### src/rtl/rv_ahb_rr_arb.sv
// Round-robin AHB-lite arbiter: registered address/data owners (grant 1 cycle after request), all state frozen while RDYBus=0.
// Define RV_AHB_ARB_PARK_EN to park an idle bus on master 0 instead of releasing the address grant.
module rv_ahb_rr_arb #(
    parameter int NM = 2,
    parameter int AW = 32,
    parameter int DW = 32
) (
    input  logic              clk,
    input  logic              rst,
    input  logic [2*NM-1:0]   TRANS,
    input  logic [NM-1:0]     LOCK,
    input  logic [AW*NM-1:0]  A,
    input  logic [DW*NM-1:0]  WD,
    output logic [DW-1:0]     RD,
    output logic [NM-1:0]     a_grant,
    output logic [NM-1:0]     d_grant,
    output logic [AW-1:0]     ABus,
    output logic [1:0]        TRANSBus,
    output logic [DW-1:0]     WDBus,
    input  logic [DW-1:0]     RDBus,
    input  logic              RDYBus
);

    localparam int OW = (NM > 1) ? $clog2(NM) : 1;

    logic [OW-1:0] a_owner_q, a_owner_d;
    logic [OW-1:0] d_owner_q, d_owner_d;
    logic          a_valid_q, a_valid_d;
    logic          d_valid_q, d_valid_d;

    logic [NM-1:0] req;
    logic [1:0]    trans_arr [NM];
    logic [AW-1:0] a_arr     [NM];
    logic [DW-1:0] wd_arr    [NM];

    for (genvar g = 0; g < NM; g++) begin : g_unpack
        assign trans_arr[g] = TRANS[2*g +: 2];
        assign a_arr[g]     = A[AW*g +: AW];
        assign wd_arr[g]    = WD[DW*g +: DW];
        assign req[g]       = TRANS[2*g+1];
    end

    // Scan starts one past the current owner so the owner itself is considered last.
    logic          rr_found;
    logic [OW-1:0] rr_owner;

    always_comb begin
        rr_found = 1'b0;
        rr_owner = a_owner_q;
        for (int i = 1; i <= NM; i++) begin
            if (!rr_found && req[(int'(a_owner_q) + i) % NM]) begin
                rr_found = 1'b1;
                rr_owner = OW'((int'(a_owner_q) + i) % NM);
            end
        end
    end

    always_comb begin
        a_owner_d = a_owner_q;
        a_valid_d = a_valid_q;
        d_owner_d = d_owner_q;
        d_valid_d = d_valid_q;
        if (RDYBus) begin
            d_valid_d = a_valid_q && TRANSBus[1];
            d_owner_d = a_owner_q;
            if (!(a_valid_q && LOCK[a_owner_q])) begin
                if (rr_found) begin
                    a_owner_d = rr_owner;
                    a_valid_d = 1'b1;
                end else begin
`ifdef RV_AHB_ARB_PARK_EN
                    a_owner_d = '0;
                    a_valid_d = 1'b1;
`else
                    a_valid_d = 1'b0;
`endif
                end
            end
        end
    end

    always_ff @(posedge clk) begin
        if (rst) begin
            a_owner_q <= '0;
            d_owner_q <= '0;
            d_valid_q <= 1'b0;
`ifdef RV_AHB_ARB_PARK_EN
            a_valid_q <= 1'b1;
`else
            a_valid_q <= 1'b0;
`endif
        end else begin
            a_owner_q <= a_owner_d;
            a_valid_q <= a_valid_d;
            d_owner_q <= d_owner_d;
            d_valid_q <= d_valid_d;
        end
    end

    always_comb begin
        a_grant = '0;
        d_grant = '0;
        if (a_valid_q) a_grant[a_owner_q] = 1'b1;
        if (d_valid_q) d_grant[d_owner_q] = 1'b1;
    end

    assign ABus     = a_arr[a_owner_q];
    assign TRANSBus = a_valid_q ? trans_arr[a_owner_q] : 2'b00;
    assign WDBus    = wd_arr[d_owner_q];
    assign RD       = RDBus;

endmodule
### config.mk
export PLATFORM = sky130hd
export DESIGN_NAME = rv_ahb_rr_arb
export DESIGN_NICKNAME = d
export VERILOG_FILES = /design/src/rtl/rv_ahb_rr_arb.sv
export SDC_FILE = /design/constraint.sdc
export NUM_CORES = 1
export LEC_CHECK = 0
export ABC_AREA = 1
export ABC_CLOCK_PERIOD_IN_PS = 2800
export CAP_MARGIN = 0
export CORE_AREA = 2 2 105 107
export DETAILED_ROUTE_END_ITERATION = 8
export DIE_AREA = 0 0 107 109
export GPL_ROUTABILITY_DRIVEN = 0
export GPL_TIMING_DRIVEN = 1
export PLACE_DENSITY = 0.69
export SKIP_CTS_REPAIR_TIMING = 1
export SYNTH_ARGS = -nofsm -noshare
export SYNTH_HDL_FRONTEND = slang
export SYNTH_SLANG_ARGS = --single-unit
export TNS_END_PERCENT = 50
### constraint.sdc
create_clock -name clk -period 2.8 [get_ports clk]
set_input_delay 0.42 -clock clk [delete_from_list [all_inputs] [get_ports clk]]
set_output_delay 0.42 -clock clk [all_outputs]
set_load 0.01 [all_outputs]
Word-level counts from Yosys, hierarchy flattened. Index checks and enable logic that the tools add are counted. W data, S select, Z words.

Add/subtract/negate cells: 2. Magnitude comparators: 8. Multiplexer cells: 29. Bitwise operators: 5. Reductions and logical operators: 9.

Operator list (count): $mux W32 (6); $mux W1 (15); $mux W2 (6); $lt A2 B3 Y1 const B (2); $logic_and A1 B1 Y1 (5); $ge A2 B2 Y1 const B (2); $lt A1 B2 Y1 const B (2); $not A1 Y2 (2); $reduce_and A4 Y1 (1); $add A1 B1 Y1 const B (2); $and A1 B1 Y1 const A (2); $demux W1 S1 (2); $ge A1 B1 Y1 const B (2); $reduce_and A2 Y1 (1); $reduce_bool A2 Y1 (1); $logic_not A1 Y1 (1); $not A1 Y1 (1).

Register bits: 4. Input bits: 169.

Logic depth before layout (Yosys ltp). Gate-level depths: netlist of run 1.

Depth in word-level cells: 10. Gate-level depth with buffers: 7.

Worst setup path before layout of run 1. OpenSTA, ideal clock, no wires.

Kind: register -> output. Start: reg d_owner_q. End: out WDBus[1]. Arrival: 0.901 ns. Required time: 2.380 ns. Setup slack: 1.479 ns. Stages on the path, launching flop included: 4. Cell sequence: dfxtp_1 buf_6 buf_8 mux2_4.

Cells in the longest elaborated chain, start to end: 4.

RTL lines: start, declared (RTL line 27) `logic [OW-1:0] d_owner_q, d_owner_d;`; start signal, assigned (RTL line 95) `d_owner_q <= d_owner_d;`; $not A1 Y2 (implied by the code) (RTL line 109) `assign WDBus = wd_arr[d_owner_q];`; $mux W32 (implied by the code) (3 in series) (RTL line 109); end, declared (RTL line 19) `output logic [DW-1:0] WDBus,`.

No other way between the ends. The select of a mux whose other input is x is not followed.

Final worst setup path of run 1.
Start: reg a_owner_q. End: out ABus[10].

Cells in the longest elaborated chain, start to end: 4.

RTL lines: start, declared (RTL line 26) `logic [OW-1:0] a_owner_q, a_owner_d;`; start signal, assigned (RTL line 93) `a_owner_q <= a_owner_d;`; $not A1 Y2 (implied by the code) (RTL line 107) `assign ABus = a_arr[a_owner_q];`; $mux W32 (implied by the code) (3 in series) (RTL line 107); end, declared (RTL line 17) `output logic [AW-1:0] ABus,`.

No other way between the ends. The select of a mux whose other input is x is not followed.

==> flow_metrics.py, run 1 <==
metrics = {
    "run_status": {
        "status": "finished, final reports clean",
    },
    "global_route": {
        "first_global_vias": 1885,
        "grt_pass1_wl_mm": 8.91,
        "antenna_found_initial": 0,
        "overflow": 0,
        "grt_util_all_layers_pct": 9.71,
        "grt_max_degree": 36,
    },
    "setup_path": {
        "crit_fanout": 35,
        "cp_common_cell": "nand2_1",
        "path_cells": "inv_2 -> nand2_1 -> nand2_1 -> clkdlybuf4s50_1",
        "crit_required_ps": 2380,
        "cp_slowest_cell": "clkdlybuf4s50_1",
        "cp_num_buf_inv": 2,
        "critPathMaxStageDelay_ps": 530,
        "path_delay_family": "buffers and inverters",
        "startpoint_type": "flop",
        "crit_path_end_kind": "output pin",
        "worstPathArrival_ps": 1900,
        "crit_type": "flop to output pin",
    },
    "placement": {
        "io_buffer_count": 206,
        "place.detailed.hpwl_mm": 6.01,
        "pre_cts_ws_ps": 673,
        "place_area_um2": 3340,
    },
    "detailed_routing": {
        "drc": 0,
        "top_layer": "met4",
        "drt-met1-wl_mm": 2.11,
        "drt-initial-drc-count": 45,
        "met3_wirelength_um": 770,
        "drt-total-wl_mm": 6.63,
        "dr_wl_met2_mm": 3.54,
        "ant_nets": 0,
        "avgRoutedWirePerCell_um": 12.8,
        "viasPerCell": 3.79,
        "drt_first_pass_iters": 4,
        "vias": 1963,
    },
    "pwr": {
        "peakVddDrop_mv": 0.103,
        "p_int_uw": 554,
        "clkPwrFrac_pct": 15.1,
        "p_per_area_nw_per_um2": 231,
        "p_sw_uw": 227,
        "p_sw_share_pct": 29.0,
        "leakage_uw": 0.00148,
        "combPwrFrac_pct": 76.1,
        "pwr-share-seq_pct": 8.8,
    },
    "final_layout": {
        "nets": 549,
        "final_util_pct": 31.9,
        "drive_gt1_share_pct": 11.6,
        "nFillCells": 1107,
        "syn_to_final_growth_pct": 140,
        "fin_area_um2": 3380,
        "diodes": 0,
        "multi_input_area_um2": 943,
        "area.sequential_um2": 81.3,
    },
    "floorplan": {
        "core_um2": 10600,
        "die_h_um": 109,
        "start_util_pct": 13.3,
        "die-area_um2": 11700,
        "io_pins": 271,
        "die_w_um": 107,
        "rows": 38,
    },
    "logic_synthesis": {
        "syn_area_per_cell_um2": 6.73,
        "synth_fp_nets": 379,
        "synthTopCellsByCount": "104 x nand2_1, 32 x buf_4, 27 x mux2_4",
        "syn_inst": 210,
        "synth_xor_area_share_pct": 0,
        "synth_top_area_cell": "mux2_4",
        "synthTopCellsByArea": "mux2_4 29%, nand2_1 28%, buf_4 17%",
        "synth_compound_area_share_pct": 2.75,
        "synth_simple_gate_area_share_pct": 31.4,
        "ys_types": 21,
        "synth_ff_type": "dfxtp_1",
        "synth_edf_count": 0,
        "postSynth.asyncResetShare_pct": 0,
        "synth-seq-area-share_pct": 5.67,
        "yosysTopAreaCellShare_pct": 28.7,
        "synth_adder_area_share_pct": 0,
        "synth_most_common_cell": "nand2_1",
        "syn_area_um2": 1410,
        "ys_warn_count": 0,
        "synthMuxAreaShare_pct": 32.7,
        "synth-seq-cells": 4,
        "synth_top_family_by_area": "multiplexers",
    },
    "timing": {
        "final-setup-viol-count": 0,
        "finalCriticalPeriod_ps": 2320,
        "fin_worst_skew_ps": 0.278,
        "worst_pin_slew_ps": 571,
        "setup_ws_ps": 485,
        "final_hold_viol_count": 0,
        "finalMaxSlewViolations": 0,
        "finalCritPeriodShare_pct": 82.7,
        "slew_headroom_pct": 61.8,
        "hold_slack_ps": 563,
        "tns_ps": 0,
        "fmax_ghz": 0.432,
        "rsz0062_at_grt": "no",
    },
    "cts": {
        "cts_made_buffers": 3,
        "cts_tree": "done",
        "clk_latency_ps": 210,
        "path_clk_slew_ps": 30,
        "ctsLongestPathBuffers": 2,
        "h-tree-depth": 1,
        "clock_tree.root_cell": "clkbuf_8",
        "cts.sinks": 4,
    },
    "min_path": {
        "hold_class": "flop to flop",
    },
    "run": {
        "maxCapViolCount": 0,
    },
}
path summary, 6_finish.rpt:
kind	from	cells past startpoint	endpoint	slack, ps
max	a_owner_q	4	ABus[10]	480
min	d_valid_q	4	d_valid_q	560
max reg2reg	a_owner_q	5	a_valid_q	1260
min reg2reg	d_valid_q	4	d_valid_q	560
tightest hold or removal path, cell delays in order, from the launching register on:
cell and delay (ps):
dfxtp_1 300, inv_1 60, a21oi_1 60, o21ai_1 60, inv_1 40
per-stage QoR:
step	instances	power, uW
finish	518	781
global route	518	833
CTS	518	793
detailed placement	515	669
global placement	515	663
floorplan	210	332
cell type report:
cell class | instances | share of cell area (%)
Sequential cell | 4 | 2.40
Clock buffer | 3 | 1.22
Inverter | 11 | 1.22
Multi-Input combinational cell | 152 | 27.9
Timing Repair Buffer | 208 | 62.1
Tap cell | 140 | 5.18
cell families (layout without fill, tap and decap cells):
kind of cell,count (synthesis),in the layout
AOI/OAI and AO/OA,7,7
buffers and inverters,54,222
DFF,4,4
muxes,32,32
and+or+nand+nor,113,113
routing by layer:
layer,global-route usage [%],vias up
li1,-,963
met1,8.55,826
met3,2.63,14
met4,3.90,0
met2,20.4,160
met5,0,-
sequential cells by signal, indices dropped and copies added (netlist names):
signal / count
a_owner_q: 1
a_valid_q: 1
d_owner_q: 1
d_valid_q: 1
power by group through the flow:
stage / logic (uW) / registers (uW) / clock network, uW
after floorplan: 267 / 64.7 / 0
final: 594 / 68.7 / 118
after global placement: 594 / 68.8 / 0
after detailed placement: 600 / 69.6 / 0
after CTS: 602 / 68.8 / 122
after global routing: 634 / 69.5 / 129
cell usage in the layout (no fill, tap or decap), drive strengths merged:
cell	instances
mux2	32
a21oi	3
nor2	3
nand2	104
buf	2
nand4	2
or2	1
dfxtp	4
clkdlybuf4s50	206
nand3	3
o21ai	3
inv	11
clkbuf	3
a22o	1
Note: power is estimated with default switching activity, not from simulation.
==> inputs of run 2 (changes only) <==
--- a/config.mk
+++ b/config.mk
@@ -6,14 +6,14 @@
 export NUM_CORES = 1
 export LEC_CHECK = 0
 export ABC_AREA = 1
-export ABC_CLOCK_PERIOD_IN_PS = 2800
+export ABC_CLOCK_PERIOD_IN_PS = 2150
 export CAP_MARGIN = 0
-export CORE_AREA = 2 2 105 107
+export CORE_AREA = 2 2 104 106
 export DETAILED_ROUTE_END_ITERATION = 8
-export DIE_AREA = 0 0 107 109
+export DIE_AREA = 0 0 106 108
 export GPL_ROUTABILITY_DRIVEN = 0
 export GPL_TIMING_DRIVEN = 1
-export PLACE_DENSITY = 0.69
+export PLACE_DENSITY = 0.7
 export SKIP_CTS_REPAIR_TIMING = 1
 export SYNTH_ARGS = -nofsm -noshare
 export SYNTH_HDL_FRONTEND = slang
==> constraint.sdc (replaced) <==
create_clock -name clk -period 2.15 [get_ports clk]
set_input_delay 0.3225 -clock clk [delete_from_list [all_inputs] [get_ports clk]]
set_output_delay 0.3225 -clock clk [all_outputs]
set_load 0.01 [all_outputs]
==> flow_metrics.py, run 2 (synthesized netlist as in run 1, its figures left out) <==
metrics = {
    "detailed_routing": {
        "ant_nets": 0,
        "viasPerCell": 3.79,
        "drt-total-wl_mm": 6.20,
        "avgRoutedWirePerCell_um": 12.0,
        "drt-initial-drc-count": 50,
        "drc": 0,
        "vias": 1965,
        "drt_first_pass_iters": 3,
    },
    "cts": {
        "ctsLongestPathBuffers": 2,
        "cts_made_buffers": 3,
        "cts.sinks": 4,
        "clk_latency_ps": 210,
        "cts_tree": "done",
        "path_clk_slew_ps": 30,
        "h-tree-depth": 1,
        "clock_tree.root_cell": "clkbuf_8",
    },
    "setup_path": {
        "startpoint_type": "flop",
        "r2r_cells": 5,
        "worstPathArrival_ps": 1700,
        "crit_required_ps": 1830,
        "crit_type": "flop to output pin",
        "ff2ff_setup_slack_ps": 1120,
        "reg2reg_from": "a_owner_q",
        "critical_path.startpoint": "d_owner_q",
        "reg2reg_to": "a_valid_q",
        "crit_path_end_kind": "output pin",
        "crit_path_end": "WDBus[7]",
        "crit_fanout": 15,
    },
    "timing": {
        "slew_headroom_pct": 79.6,
        "rsz0062_at_grt": "no",
        "fmax_ghz": 0.494,
        "tns_ps": 0,
        "finalMaxSlewViolations": 0,
        "setup_ws_ps": 124,
        "fin_worst_skew_ps": 0.356,
        "worst_pin_slew_ps": 306,
        "final_hold_viol_count": 0,
        "final-setup-viol-count": 0,
        "finalCritPeriodShare_pct": 94.2,
        "finalCriticalPeriod_ps": 2030,
    },
    "floorplan": {
        "io_pins": 271,
        "rows": 37,
        "die_h_um": 108,
        "die-area_um2": 11400,
        "start_util_pct": 13.8,
        "core_um2": 10200,
        "die_w_um": 106,
    },
    "global_route": {
        "grt_max_degree": 31,
        "overflow": 0,
        "antenna_found_initial": 0,
        "first_global_vias": 1916,
        "grt_pass1_wl_mm": 8.87,
        "grt_util_all_layers_pct": 9.51,
    },
    "final_layout": {
        "layout_common_cells": "206 x clkdlybuf4s50_1, 104 x nand2_1, 27 x mux2_4",
        "nets": 553,
        "nFillCells": 1072,
        "area.sequential_um2": 81.3,
        "diodes": 0,
        "multi_input_area_um2": 943,
        "drive_gt1_share_pct": 12.6,
        "layout.cells.non_filler": 518,
        "syn_to_final_growth_pct": 141,
        "mostFrequentLayoutCell": "clkdlybuf4s50_1",
        "final_util_pct": 33.3,
    },
    "run": {
        "maxCapViolCount": 0,
    },
    "pwr": {
        "combPwrFrac_pct": 76.2,
        "total_power_uw": 1030,
        "leakage_uw": 0.00150,
        "p_sw_share_pct": 29.0,
        "clkPwrFrac_pct": 15.2,
        "p_sw_uw": 298,
        "p_int_uw": 728,
        "p_per_area_nw_per_um2": 301,
        "pwr-share-seq_pct": 8.6,
        "peakVddDrop_mv": 0.136,
    },
    "run_status": {
        "status": "finished, final reports clean",
    },
    "placement": {
        "placedCellCount": 515,
        "pre_cts_ws_ps": 305,
        "place.detailed.hpwl_mm": 5.61,
        "io_buffer_count": 206,
    },
    "min_path": {
        "hold_class": "flop to flop",
    },
}
==> run 2: worst min-delay path by stage <==
stage,start,endpoint,depth (start not counted)
2_1_floorplan,RDYBus,d_owner_q,1
3_3_place_gp,d_valid_q,d_valid_q,4
3_5_place_dp,d_valid_q,d_valid_q,4
4_1_cts,d_valid_q,d_valid_q,4
5_1_grt,a_owner_q,d_owner_q,2
6_report,a_owner_q,d_owner_q,2
==> run 2: layer usage <==
metal  up-vias  track usage [%]  routed length (um)  part of all wire, %
li1        968                -                   -                    -
met1       829             8.44                2030                   33
met2       160             20.2                3280                   53
met3         8             2.95                 791                   13
met4         0             2.73                 102                  1.6
met5         -                0                   0                    0
==> run 2: final cells by class <==
cell class                 count  share of cell area, %
timing repair buffer         212                   62.5
tap                          136                   4.99
inverter                      11                   1.21
multi-input combinational    152                   27.7
clock buffer                   3                   1.21
sequential                     4                   2.39
==> run 2: worst max-delay path, stage by stage (launching register included) <==
cell             delay [ps]
dfxtp_2                 420
buf_12                  200
mux2_2                  340
clkdlybuf4s50_1         510
==> run 2: power by group through the flow <==
stage                     sequential [uW]  combinational, uW  clock (uW)
final                                88.0                782         156
after global routing                 89.1                836         170
after CTS                            88.3                793         162
after detailed placement             89.0                790           0
after global placement               88.9                780           0
after floorplan                      84.2                347           0
==> run 2: metrics by stage <==
stage / area, um^2 / hold slack [ps]
2_1_floorplan: 1410 / 412
3_3_place_gp: 3370 / 567
3_5_place_dp: 3370 / 568
4_1_cts: 3410 / 574
5_1_grt: 3410 / 619
6_report: 3410 / 571
==> inputs of run 3 (changes only) <==
--- a/config.mk
+++ b/config.mk
@@ -6,15 +6,16 @@
 export NUM_CORES = 1
 export LEC_CHECK = 0
 export ABC_AREA = 1
-export ABC_CLOCK_PERIOD_IN_PS = 2150
+export ABC_CLOCK_PERIOD_IN_PS = 1800
 export CAP_MARGIN = 0
-export CORE_AREA = 2 2 104 106
+export CORE_AREA = 2 2 106 108
 export DETAILED_ROUTE_END_ITERATION = 8
-export DIE_AREA = 0 0 106 108
+export DIE_AREA = 0 0 108 110
 export GPL_ROUTABILITY_DRIVEN = 0
-export GPL_TIMING_DRIVEN = 1
+export GPL_TIMING_DRIVEN = 0
 export PLACE_DENSITY = 0.7
 export SKIP_CTS_REPAIR_TIMING = 1
+export SKIP_LAST_GASP = 1
 export SYNTH_ARGS = -nofsm -noshare
 export SYNTH_HDL_FRONTEND = slang
 export SYNTH_SLANG_ARGS = --single-unit
==> constraint.sdc (replaced) <==
create_clock -name clk -period 1.8 [get_ports clk]
set_input_delay 0.27 -clock clk [delete_from_list [all_inputs] [get_ports clk]]
set_output_delay 0.27 -clock clk [all_outputs]
set_load 0.01 [all_outputs]
==> flow_metrics.py, run 3 (synthesized netlist as in run 1, its figures left out) <==
metrics = {
    "run_status": {
        "status": "finished with violations",
        "violations": "negative setup slack",
    },
    "timing": {
        "fin_worst_skew_ps": 2.49,
        "fmax_ghz": 0.520,
        "slew_headroom_pct": 86.2,
        "hold_slack_ps": 565,
        "finalCriticalPeriod_ps": 1920,
        "rsz0062_at_grt": "yes",
        "finalMaxSlewViolations": 0,
        "final_hold_viol_count": 0,
        "worst_pin_slew_ps": 207,
        "tns_ps": -2460,
        "final-setup-viol-count": 33,
        "finalCritPeriodShare_pct": 107,
        "setup_ws_ps": -125,
    },
    "detailed_routing": {
        "ant_nets": 0,
        "drt-initial-drc-count": 86,
        "drc": 0,
        "viasPerCell": 3.81,
        "avgRoutedWirePerCell_um": 12.5,
        "vias": 2249,
        "drt-total-wl_mm": 7.39,
        "drt_first_pass_iters": 4,
    },
    "min_path": {
        "hold_start": "d_valid_q",
        "min_to": "d_valid_q",
        "hold_class": "flop to flop",
        "hold_path_depth": 4,
    },
    "setup_path": {
        "worstPathArrival_ps": 1650,
        "ff2ff_setup_slack_ps": 770,
        "path_delay_family": "buffers and inverters",
        "cp_slowest_cell": "clkdlybuf4s50_1",
        "startpoint_type": "flop",
        "reg2reg_from": "a_owner_q",
        "r2r_cells": 6,
        "critPathMaxStageDelay_ps": 510,
        "path_cells": "buf_6 -> buf_8 -> mux2_4 -> clkdlybuf4s50_1",
        "critical_path.startpoint": "d_owner_q",
        "reg2reg_to": "a_valid_q",
        "crit_path_end_kind": "output pin",
        "crit_required_ps": 1530,
        "crit_fanout": 10,
        "crit_type": "flop to output pin",
        "cp_num_buf_inv": 3,
    },
    "global_route": {
        "grt_max_degree": 11,
        "grt_pass1_wl_mm": 10.1,
        "grt_util_all_layers_pct": 10.6,
        "overflow": 0,
        "first_global_vias": 2200,
        "antenna_found_initial": 1,
    },
    "final_layout": {
        "nets": 622,
        "multi_input_area_um2": 943,
        "layout_common_cells": "213 x clkdlybuf4s50_1, 104 x nand2_1, 32 x buf_4",
        "mostFrequentLayoutCell": "clkdlybuf4s50_1",
        "fin_area_um2": 4120,
        "nFillCells": 1077,
        "syn_to_final_growth_pct": 192,
        "diodes": 0,
        "drive_gt1_share_pct": 18.6,
        "final_util_pct": 38.5,
        "area.sequential_um2": 80.1,
    },
    "placement": {
        "place.detailed.hpwl_mm": 6.69,
        "io_buffer_count": 238,
        "place_area_um2": 3970,
    },
    "pwr": {
        "leakage_uw": 0.00206,
        "peakVddDrop_mv": 0.178,
        "total_power_uw": 1390,
        "p_per_area_nw_per_um2": 338,
    },
    "run": {
        "maxCapViolCount": 0,
    },
    "floorplan": {
        "die_h_um": 110,
        "io_pins": 271,
        "die-area_um2": 11900,
        "start_util_pct": 13.2,
        "rows": 38,
        "die_w_um": 108,
        "core_um2": 10700,
    },
    "cts": {
        "cts_made_buffers": 3,
        "cts_tree": "done",
        "clock_tree.root_cell": "clkbuf_8",
        "path_clk_slew_ps": 30,
        "cts.sinks": 4,
        "ctsLongestPathBuffers": 2,
        "h-tree-depth": 1,
        "clk_latency_ps": 220,
    },
}
## run 3: cell count changes in the layout (fill, tap and decap cells not counted)
cell / before / now
buf_4: 4 / 32
buf_8: 0 / 2
dlymetal6s2s_1: 0 / 25
dfxtp_1: 3 / 4
inv_8: 0 / 1
buf_6: 0 / 7
inv_2: 3 / 2
clkdlybuf4s50_1: 206 / 213
dfxtp_2: 1 / 0
## run 3: worst max path at each step
stage / endpoint / cells after the start
finish: WDBus[3] / 4
global route: WDBus[3] / 4
CTS: ABus[7] / 6
detailed placement: ABus[7] / 6
global placement: ABus[7] / 6
floorplan: WDBus[1] / 3
## run 3: worst min-delay path, stage by stage (launching register included)
cell     delay, ps
dfxtp_1        300
inv_1           60
a21oi_1         60
o21ai_1         60
inv_1           40
## run 3: report_power, final
| part | leakage (uW) | switching, uW | internal [uW] | total, uW |
|---|---|---|---|---|
| clock network | 0.0000216 | 46.0 | 142 | 188 |
| logic | 0.00201 | 363 | 743 | 1110 |
| registers | 0.0000332 | 4.80 | 95.9 | 101 |
| total | 0.00206 | 414 | 981 | 1390 |
## run 3: stage by stage
stage	worst slack (ps)	std cells
global placement	-35.1	588
finish	-125	591
global route	-164	591
detailed placement	-49.8	588
CTS	-283	591
floorplan	629	210
## run 3: metal layers
layer	up-vias	GRT usage [%]	part of all wire [%]
li1	1108	-	-
met1	970	10.2	32
met2	163	21.7	53
met3	6	3.76	14
met4	2	1.83	0.77
met5	-	0	0.18
## run 3: area by class of cell
class	count	share of cell area, %
timing repair buffer	238	59.3
multi-input combinational	152	22.9
buffer	43	9.44
tap	140	4.25
sequential	4	1.94
inverter	11	1.18
clock buffer	3	1.00
